--- src/rtl/fp_mult_hs.sv ---
// Parametrised floating-point multiplier with valid/ready handshake on both sides.
// Optional directed rounding modes are enabled by defining FPMUL_RND_MODE_EN.
module fp_mult_hs #(
    parameter  int EXP_W  = 8,
    parameter  int FRAC_W = 23,
    localparam int W      = 1 + EXP_W + FRAC_W
) (
    input  logic         clk,
    input  logic         rst,
`ifdef FPMUL_RND_MODE_EN
    input  logic [1:0]   rnd_mode,
`endif
    input  logic         in_valid,
    output logic         in_ready,
    input  logic [W-1:0] a,
    input  logic [W-1:0] b,
    output logic         out_valid,
    input  logic         out_ready,
    output logic [W-1:0] result,
    output logic         invalid,
    output logic         overflow,
    output logic         underflow,
    output logic         inexact
);

    localparam int MW     = FRAC_W + 1;
    localparam int PW     = 2 * MW;
    localparam int EW     = EXP_W + 2;
    localparam int BIAS_I = (1 << (EXP_W - 1)) - 1;
    localparam int EMAX_I = (1 << EXP_W) - 1;
    localparam logic signed [EW-1:0] EMAX_S = EW'(EMAX_I);
    localparam logic signed [EW-1:0] EZERO  = '0;

    typedef enum logic [2:0] {
        ST_IDLE,
        ST_CLASS,
        ST_MUL,
        ST_NORM,
        ST_RND,
        ST_OUT
    } state_t;

    state_t                r_state;
    logic [W-1:0]          r_a;
    logic [W-1:0]          r_b;
    logic [1:0]            r_rnd;
    logic                  r_sign;
    logic signed [EW-1:0]  r_exp;
    logic [PW-1:0]         r_prod;
    logic [MW-1:0]         r_mant;
    logic                  r_g;
    logic                  r_r;
    logic                  r_s;
    logic [W-1:0]          r_result;
    logic                  r_invalid;
    logic                  r_overflow;
    logic                  r_underflow;
    logic                  r_inexact;
    logic                  r_out_valid;

    // Operand classification
    logic [EXP_W-1:0]      w_ea;
    logic [EXP_W-1:0]      w_eb;
    logic [FRAC_W-1:0]     w_fa;
    logic [FRAC_W-1:0]     w_fb;
    logic                  w_a_zero;
    logic                  w_b_zero;
    logic                  w_a_inf;
    logic                  w_b_inf;
    logic                  w_a_nan;
    logic                  w_b_nan;
    logic                  w_sign;
    logic signed [EW-1:0]  w_exp_sum;
    logic [PW-1:0]         w_ma;
    logic [PW-1:0]         w_mb;

    assign w_ea      = r_a[W-2 -: EXP_W];
    assign w_eb      = r_b[W-2 -: EXP_W];
    assign w_fa      = r_a[FRAC_W-1:0];
    assign w_fb      = r_b[FRAC_W-1:0];
    assign w_a_zero  = (w_ea == '0);
    assign w_b_zero  = (w_eb == '0);
    assign w_a_inf   = (&w_ea) && (w_fa == '0);
    assign w_b_inf   = (&w_eb) && (w_fb == '0);
    assign w_a_nan   = (&w_ea) && (|w_fa);
    assign w_b_nan   = (&w_eb) && (|w_fb);
    assign w_sign    = r_a[W-1] ^ r_b[W-1];
    assign w_exp_sum = {2'b00, w_ea} + {2'b00, w_eb} - EW'(BIAS_I);
    assign w_ma      = {{MW{1'b0}}, 1'b1, w_fa};
    assign w_mb      = {{MW{1'b0}}, 1'b1, w_fb};

    // Normalisation of the raw product: top bit set means the product is in [2,4)
    logic                  w_msb;
    logic [MW-1:0]         w_norm_mant;
    logic                  w_norm_g;
    logic                  w_norm_r;
    logic                  w_norm_s;

    assign w_msb       = r_prod[PW-1];
    assign w_norm_mant = w_msb ? r_prod[PW-1 -: MW] : r_prod[PW-2 -: MW];
    assign w_norm_g    = w_msb ? r_prod[PW-MW-1]    : r_prod[PW-MW-2];
    assign w_norm_r    = w_msb ? r_prod[PW-MW-2]    : r_prod[PW-MW-3];
    assign w_norm_s    = w_msb ? (|r_prod[PW-MW-3:0]) : (|r_prod[PW-MW-4:0]);

    // Rounding
    logic                  w_any;
    logic                  w_up;
    logic                  w_ovf_to_max;
    logic [MW:0]           w_mant_inc;
    logic                  w_carry;
    logic [FRAC_W-1:0]     w_rnd_frac;
    logic signed [EW-1:0]  w_rnd_exp;
    logic                  w_ovf;
    logic                  w_unf;

    assign w_any = r_g | r_r | r_s;

`ifdef FPMUL_RND_MODE_EN
    always_comb begin
        w_up         = 1'b0;
        w_ovf_to_max = 1'b0;
        case (r_rnd)
            2'b00: w_up = r_g & (r_r | r_s | r_mant[0]);
            2'b01: begin
                w_up         = 1'b0;
                w_ovf_to_max = 1'b1;
            end
            2'b10: begin
                w_up         = w_any & ~r_sign;
                w_ovf_to_max = r_sign;
            end
            default: begin
                w_up         = w_any & r_sign;
                w_ovf_to_max = ~r_sign;
            end
        endcase
    end
`else
    assign w_up         = r_g & (r_r | r_s | r_mant[0]);
    assign w_ovf_to_max = 1'b0;
`endif

    assign w_mant_inc = {1'b0, r_mant} + {{MW{1'b0}}, w_up};
    assign w_carry    = w_mant_inc[MW];
    assign w_rnd_frac = w_carry ? w_mant_inc[FRAC_W:1] : w_mant_inc[FRAC_W-1:0];
    assign w_rnd_exp  = r_exp + {{(EW-1){1'b0}}, w_carry};
    assign w_ovf      = (w_rnd_exp >= EMAX_S);
    assign w_unf      = (w_rnd_exp <= EZERO);

    assign in_ready  = (r_state == ST_IDLE) && !rst;
    assign out_valid = r_out_valid;
    assign result    = r_result;
    assign invalid   = r_invalid;
    assign overflow  = r_overflow;
    assign underflow = r_underflow;
    assign inexact   = r_inexact;

    always_ff @(posedge clk or posedge rst) begin
        if (rst) begin
            r_state     <= ST_IDLE;
            r_a         <= '0;
            r_b         <= '0;
            r_rnd       <= '0;
            r_sign      <= 1'b0;
            r_exp       <= '0;
            r_prod      <= '0;
            r_mant      <= '0;
            r_g         <= 1'b0;
            r_r         <= 1'b0;
            r_s         <= 1'b0;
            r_result    <= '0;
            r_invalid   <= 1'b0;
            r_overflow  <= 1'b0;
            r_underflow <= 1'b0;
            r_inexact   <= 1'b0;
            r_out_valid <= 1'b0;
        end else begin
            case (r_state)
                ST_IDLE: begin
                    if (in_valid) begin
                        r_a     <= a;
                        r_b     <= b;
`ifdef FPMUL_RND_MODE_EN
                        r_rnd   <= rnd_mode;
`else
                        r_rnd   <= 2'b00;
`endif
                        r_state <= ST_CLASS;
                    end
                end
                ST_CLASS: begin
                    r_sign <= w_sign;
                    r_exp  <= w_exp_sum;
                    if (w_a_nan || w_b_nan || (w_a_inf && w_b_zero) || (w_b_inf && w_a_zero)) begin
                        r_result    <= {1'b0, {EXP_W{1'b1}}, 1'b1, {(FRAC_W-1){1'b0}}};
                        r_invalid   <= 1'b1;
                        r_overflow  <= 1'b0;
                        r_underflow <= 1'b0;
                        r_inexact   <= 1'b0;
                        r_out_valid <= 1'b1;
                        r_state     <= ST_OUT;
                    end else if (w_a_inf || w_b_inf) begin
                        r_result    <= {w_sign, {EXP_W{1'b1}}, {FRAC_W{1'b0}}};
                        r_invalid   <= 1'b0;
                        r_overflow  <= 1'b0;
                        r_underflow <= 1'b0;
                        r_inexact   <= 1'b0;
                        r_out_valid <= 1'b1;
                        r_state     <= ST_OUT;
                    end else if (w_a_zero || w_b_zero) begin
                        r_result    <= {w_sign, {(W-1){1'b0}}};
                        r_invalid   <= 1'b0;
                        r_overflow  <= 1'b0;
                        r_underflow <= 1'b0;
                        r_inexact   <= 1'b0;
                        r_out_valid <= 1'b1;
                        r_state     <= ST_OUT;
                    end else begin
                        r_state <= ST_MUL;
                    end
                end
                ST_MUL: begin
                    r_prod  <= w_ma * w_mb;
                    r_state <= ST_NORM;
                end
                ST_NORM: begin
                    r_mant  <= w_norm_mant;
                    r_g     <= w_norm_g;
                    r_r     <= w_norm_r;
                    r_s     <= w_norm_s;
                    r_exp   <= r_exp + {{(EW-1){1'b0}}, w_msb};
                    r_state <= ST_RND;
                end
                ST_RND: begin
                    r_invalid <= 1'b0;
                    if (w_ovf) begin
                        // Directed modes that round away from infinity saturate instead
                        if (w_ovf_to_max)
                            r_result <= {r_sign, {(EXP_W-1){1'b1}}, 1'b0, {FRAC_W{1'b1}}};
                        else
                            r_result <= {r_sign, {EXP_W{1'b1}}, {FRAC_W{1'b0}}};
                        r_overflow  <= 1'b1;
                        r_underflow <= 1'b0;
                        r_inexact   <= 1'b1;
                    end else if (w_unf) begin
                        r_result    <= {r_sign, {(W-1){1'b0}}};
                        r_overflow  <= 1'b0;
                        r_underflow <= 1'b1;
                        r_inexact   <= 1'b1;
                    end else begin
                        r_result    <= {r_sign, w_rnd_exp[EXP_W-1:0], w_rnd_frac};
                        r_overflow  <= 1'b0;
                        r_underflow <= 1'b0;
                        r_inexact   <= w_any;
                    end
                    r_out_valid <= 1'b1;
                    r_state     <= ST_OUT;
                end
                ST_OUT: begin
                    if (out_ready) begin
                        r_out_valid <= 1'b0;
                        r_state     <= ST_IDLE;
                    end
                end
                default: begin
                    r_out_valid <= 1'b0;
                    r_state     <= ST_IDLE;
                end
            endcase
        end
    end

endmodule

--- config.mk ---
export PLATFORM = sky130hd
export DESIGN_NAME = fp_mult_hs
export DESIGN_NICKNAME = d
export VERILOG_FILES = /design/src/rtl/fp_mult_hs.sv
export SDC_FILE = /design/constraint.sdc
export NUM_CORES = 2
export LEC_CHECK = 0
export ABC_AREA = 1
export BUFFER_PORTS_ARGS = -buffer_cell sky130_fd_sc_hd__buf_2
export CORE_UTILIZATION = 45
export DETAILED_ROUTE_END_ITERATION = 7
export PLACE_DENSITY = 0.59
export SKIP_LAST_GASP = 1
export SLEW_MARGIN = 20
export SYNTH_ARGS = -nofsm -noshare
export SYNTH_HDL_FRONTEND = slang
export SYNTH_SLANG_ARGS = --single-unit
--- constraint.sdc ---
create_clock -name clk -period 6.7 [get_ports clk]
set_input_delay 1.675 -clock clk [delete_from_list [all_inputs] [get_ports clk]]
set_output_delay 1.675 -clock clk [all_outputs]
set_load 0.005 [all_outputs]
# Word-level counts from Yosys, hierarchy flattened
# Index checks and enable logic that the tools add are counted.
# Widths: inputs -> output; s select.
[word_totals]
ff_bits = 190
latch_bits = 0
mem_bits_rw = 0
mem_bits_ro = 0
n_memories = 0
[classes]
n_addsub = 5
mul = 1
div_mod_pow = 0
n_lt_le_gt_ge = 2
n_eq_ne = 8
n_shift = 0
mux = 36
bitwise_logic = 7
n_reduce_logical = 31
[op_table]
columns = ["op", "n"]
rows = [
  ["$mux 32", 3],
  ["$pmux 32 s2", 1],
  ["$mux 31", 2],
  ["$mul 24x24->48", 1],
  ["$logic_not 23->1", 2],
  ["$reduce_or 23->1", 2],
  ["$add 24x1->25", 1],
  ["$mux 24", 1],
  ["$mux 23", 1],
  ["$reduce_or 22->1", 1],
  ["$reduce_or 21->1", 1],
  ["$add 10x1->10", 2],
  ["$pmux 10 s2", 1],
  ["$pmux 3 s6", 1],
  ["$logic_not 8->1", 2],
  ["$mux 1", 16],
  ["$reduce_and 8->1", 2],
  ["$mux 3", 5],
  ["$ge 10x9->1 const B", 1],
  ["$le 10x1->1 const B", 1],
  ["$sub 9x7->10 const B", 1],
  ["$add 8x8->9", 1],
  ["$pmux 1 s2", 4],
  ["$logic_and 1x1->1", 7],
  ["17 further kinds", 30],
]

# Logic depth before layout (Yosys ltp)
[depth]
word_depth = 9
ltp_mapped = 31
depth_no_buf = 29

# Worst setup path after synthesis
# Ideal clock, no wire load.
[synth_timing]
path_type = "reg-to-reg"
from = "reg r_a[13]"
to = "reg r_prod[31]"
setup_ps = 118
arrival_time_ps = 5936
setup_slack_ps = 646
path_stages_with_launch = 32
path_buffers = 2
period_less_slack_ps = 6054
cell_sequence = "dfrtp_1 -> clkbuf_1 -> clkbuf_1 -> nand2_1 -> fa_1 -> inv_1 -> fa_1 -> inv_1 -> fa_1 -> inv_1 -> fa_1 -> inv_1 -> fa_1 -> inv_1 -> fa_1 -> inv_1 -> fa_1 -> inv_1 -> ha_1 -> nand2_1 -> nand2_1 -> nand2_1 -> nand2_1 -> nand2_1 -> nand2_1 -> nand2_1 -> nand2_1 -> inv_1 -> nand2_1 -> or2_2 -> nand3_1 -> nand2_1"
[synth_between]
elab_chain_len = 1
[synth_lines]
columns = ["item", "line", "rtl"]
rows = [
  ["start: declaration", "44", "logic [W-1:0] r_a;"],
  ["start signal: assignment", "161", "r_a <= '0;"],
  ["start signal: assignment", "181", "r_a <= a;"],
  ["$mul 24x24->48", "223", "r_prod <= w_ma * w_mb;"],
  ["end signal: assignment", "223", ""],
  ["end: declaration", "49", "logic [PW-1:0] r_prod;"],
]
# No other way between the ends.
# A chain may end at the register's enable or synchronous reset.

# Final worst setup path
[layout_timing]
from = "reg r_b[9]"
to = "reg r_prod[45]"
[layout_between]
elab_chain_len = 1
[layout_lines]
columns = ["item", "line", "rtl"]
rows = [
  ["start: declaration", "45", "logic [W-1:0] r_b;"],
  ["start signal: assignment", "162", "r_b <= '0;"],
  ["start signal: assignment", "182", "r_b <= b;"],
  ["$mul 24x24->48", "223", ""],
]
# No other way between the ends.

==> impl_results.md <==
- Synth area leaders: fa_1 (32%), dfrtp_1 (16%), nand2_1 (14%)
- Vias/cell: 4.95
- Max Cap Viol: 0
- GR Util met2: 42.7%
- Crit-path max FO: 6
- Yosys cell types: 43
- Initial antenna violation count: 2
- Seq/Total Area, Yosys: roughly 16%
- Asr flop ratio synth: 100%
- Post-DRT Antenna Nets: 0
- Adder-cell share of the synthesized area: between 40% and 50%
- Vias in the first global route: roughly 25,000
- Pre-antenna DRT Iters: 6
- Post-synth top area cell: fa_1
- Storage cell area: about 4800 um2
- Yosys warns: 0
- CP Data Arrival Time: 6.83 ns
- Fmax: about 160 MHz
- First-pass GRT wire length: 138 mm
- Post-synthesis area per instance: approximately 7.6 um2
- Clock Sinks: 190
- Pin count of the biggest net entering global routing: around 140
- Fin. Hold Viols: 0
- DR iter-0 viols: approximately 1,700
- CTS tree: done
- CP Launch Type: flip-flop
- Clk_skew: roughly 0.027 ns
- Synth Register Bits: 190
- Main combinational cell family by area after synthesis: adder cells
- # H-tree levels: 4
- Met3 GRT Util: under 10%
- Outcome: completed
- DP Cell Count: a little under 5,000
- GPL Wtd Cong: between 0.9 and 1
- Post-synth EDFFs: 0
- Final HPWL from detailed placement: between 70 and 80 mm
- Syn_nets: around 4,700
- Nets: between 4,000 and 5,000
- Buffers on Ports: between 100 and 150
- Final WL: around 85 mm
- Post-Synth XOR/XNOR Area: under 10%
- Area grow syn2layout: 9.12%
- Post-Synthesis Cells: between 3,000 and 4,000
- Share of the synthesized area in the top cell type: about a third
- CTS Buffer Depth: 2
- Compound-Gate Fraction of Synth Area: 4.00%
- Worst skew pair latency: between 0.5 and 0.6 ns
- Slew @ Worst Pin: around 1 ns
- Fin util: between 50% and 60%
- GR Layer Usage met1: 37.4%
- Drc violations: 0
- N_diodes: 0
- Hold path cells: 2
- Initial Util: between 40% and 50%
- Final setup viols: 0
- Fillers: between 6,000 and 7,000
- Vert. Die Dim: about 260 um
- Clock Tree Root: clkbuf_16
- Slew HR: 34.5%
- Multi-input logic area: just over 20,000 um2
- Core Box Area: around 65,000 um2
- Simple-Gate Fraction of Synth Area: a little over a fifth
- Die ar.: roughly 67,000 um2
- Critical path endpoint category: flip-flop
- Via count: between 20,000 and 25,000
- Io pins: about 110
- Most used routing layer: met2
- Overall routing resource usage: 26.9%
- Layout cells sized above 1: under 10%
- RSZ-0062 raised after global routing: true
- CP Class: flip-flop to flip-flop
- Fin. max-slew vios: 0
- Chip Width: approximately 260 um
- Period minus WS final: 6.44 ns
- Num CTS Buffers: 17
- Syn Std Cell Area: approximately 30,000 um2
- Final period util: between 90 and 100%
- Total global routing overflow: 0
- Prevailing post-synth register cell: dfrtp_1
- Worst hold slack: 0.478 ns
- Post-synthesis mux area share: between 1.5 and 2%
- Worst Reg-to-Reg Cells: 25
- Wire per inst: around 17 um
- Type of the worst min-delay path: flip-flop to flip-flop
- Row Count: 93
- Finished Layout Cells: around 4,900
- Critical Path RT: roughly 7.1 ns
- CTS clk-pin slew, worst paths: ~0.09 ns
cells in the mapped netlist, types with 13 or more instances:
cell type,instances
nand4_1,33
ha_1,193
o21ai_0,80
inv_1,1052
mux2_2,41
nand2_1,1139
o211ai_1,15
o21ai_1,16
dfrtp_1,190
xnor2_1,19
clkbuf_1,156
nand3_1,108
a21oi_1,75
xor2_1,22
nor3_1,17
buf_2,16
nand3b_1,13
nor2_1,197
fa_1,483
worst max-delay path, stage by stage, from the launching register on:
cell and delay [ns]:
dfrtp_2 0.46, buf_4 0.17, buf_4 0.15, nand2_1 0.05, inv_1 0.05, fa_1 0.53
inv_1 0.06, fa_1 0.53, inv_1 0.06, fa_1 0.49, fa_1 0.59, fa_1 0.44
fa_1 0.50, inv_1 0.05, fa_1 0.47, inv_1 0.04, ha_1 0.37, nand2_1 0.13
o21ai_0 0.51, a21oi_1 0.20, nand2_1 0.14, nand2_1 0.09, nand3_1 0.08, nand2_1 0.05
nand3_1 0.06, nand2_1 0.05
logic make-up (layout without fill, tap and decap cells):
kind of cell,Yosys count,in the layout
muxes,41,41
and+or+nand+nor,1539,1539
buffers and inverters,1240,1336
AOI/OAI and AO/OA,217,217
adders and majority gates,676,676
DFF,190,190
xor gates and xnor gates,42,42
through the flow:
step                      cell area (um2)  setup TNS [ns]  setup WS (ns)
after detailed placement            31800               0          0.105
after CTS                           32400               0         0.0840
after floorplan                     29800               0          0.646
after global routing                32500         -0.0131        -0.0131
final                               32500               0          0.261
after global placement              31800               0          0.163
per-layer routing:
layer  vias to the layer above  routed length (um)
met4                         2                2610
met5                         -                  13
met1                     11874               38200
met3                       113                5580
met2                       696               38300
li1                      11562                   -
placed cells by master, fill, tap and decap left out, types with 4 or more instances in the layout:
| cell | instances |
|---|---|
| a21oi_1 | 73 |
| a31oi_1 | 8 |
| buf_12 | 12 |
| buf_2 | 105 |
| buf_4 | 127 |
| clkbuf_16 | 17 |
| dfrtp_1 | 167 |
| dfrtp_2 | 23 |
| fa_1 | 483 |
| ha_1 | 192 |
| inv_1 | 1051 |
| inv_2 | 8 |
| inv_8 | 4 |
| mux2_2 | 41 |
| nand2_1 | 1138 |
| nand3_1 | 108 |
| nand3b_1 | 13 |
| nand4_1 | 33 |
| nor2_1 | 193 |
| nor2_2 | 8 |
| nor3_1 | 16 |
| nor3_4 | 4 |
| nor4_1 | 4 |
| o211ai_1 | 15 |
| o21ai_0 | 80 |
| o21ai_1 | 16 |
| o21bai_1 | 8 |
| or2_2 | 9 |
| xnor2_1 | 19 |
| xor2_1 | 22 |
final cells by class:
type	instances	area share [%]
Sequential cell	190	14.7
Tap cell	855	3.29
Multi-Input combinational cell	2515	62.6
Clock inverter	14	0.496
Inverter	1061	12.3
Timing Repair Buffer	244	5.29
Clock buffer	17	1.31
registers in the layout, summed over array words and instances, names as in the netlist, 3 cells and up:
signal,count
r_exp,10
r_mant,24
r_b,32
result,32
r_state,3
r_a,32
r_prod,48
path summary, 6_finish.rpt:
check                      startpoint         end  slack, ns
setup reg to reg               r_b[9]  r_prod[45]       0.26
min in group asynchronous         rst  r_prod[20]       1.41
hold / removal             result[20]  result[20]       0.48
setup / recovery               r_b[9]  r_prod[45]       0.26
hold reg to reg            result[20]  result[20]       0.48
max in group asynchronous         rst     r_b[12]       4.57
what timing repair did:
item / in CTS / in global routing
endpoints found under the setup margin: 0 / 25
gates resized for setup: 0 / 32
hold buffers: 0 / 0
buffers inserted: 0 / 2
endpoints found under the hold margin: 0 / 0
Power is left out: the tool's default activity adds up to more than one toggle a clock period on the data nets, which glitch-free logic cannot reach.
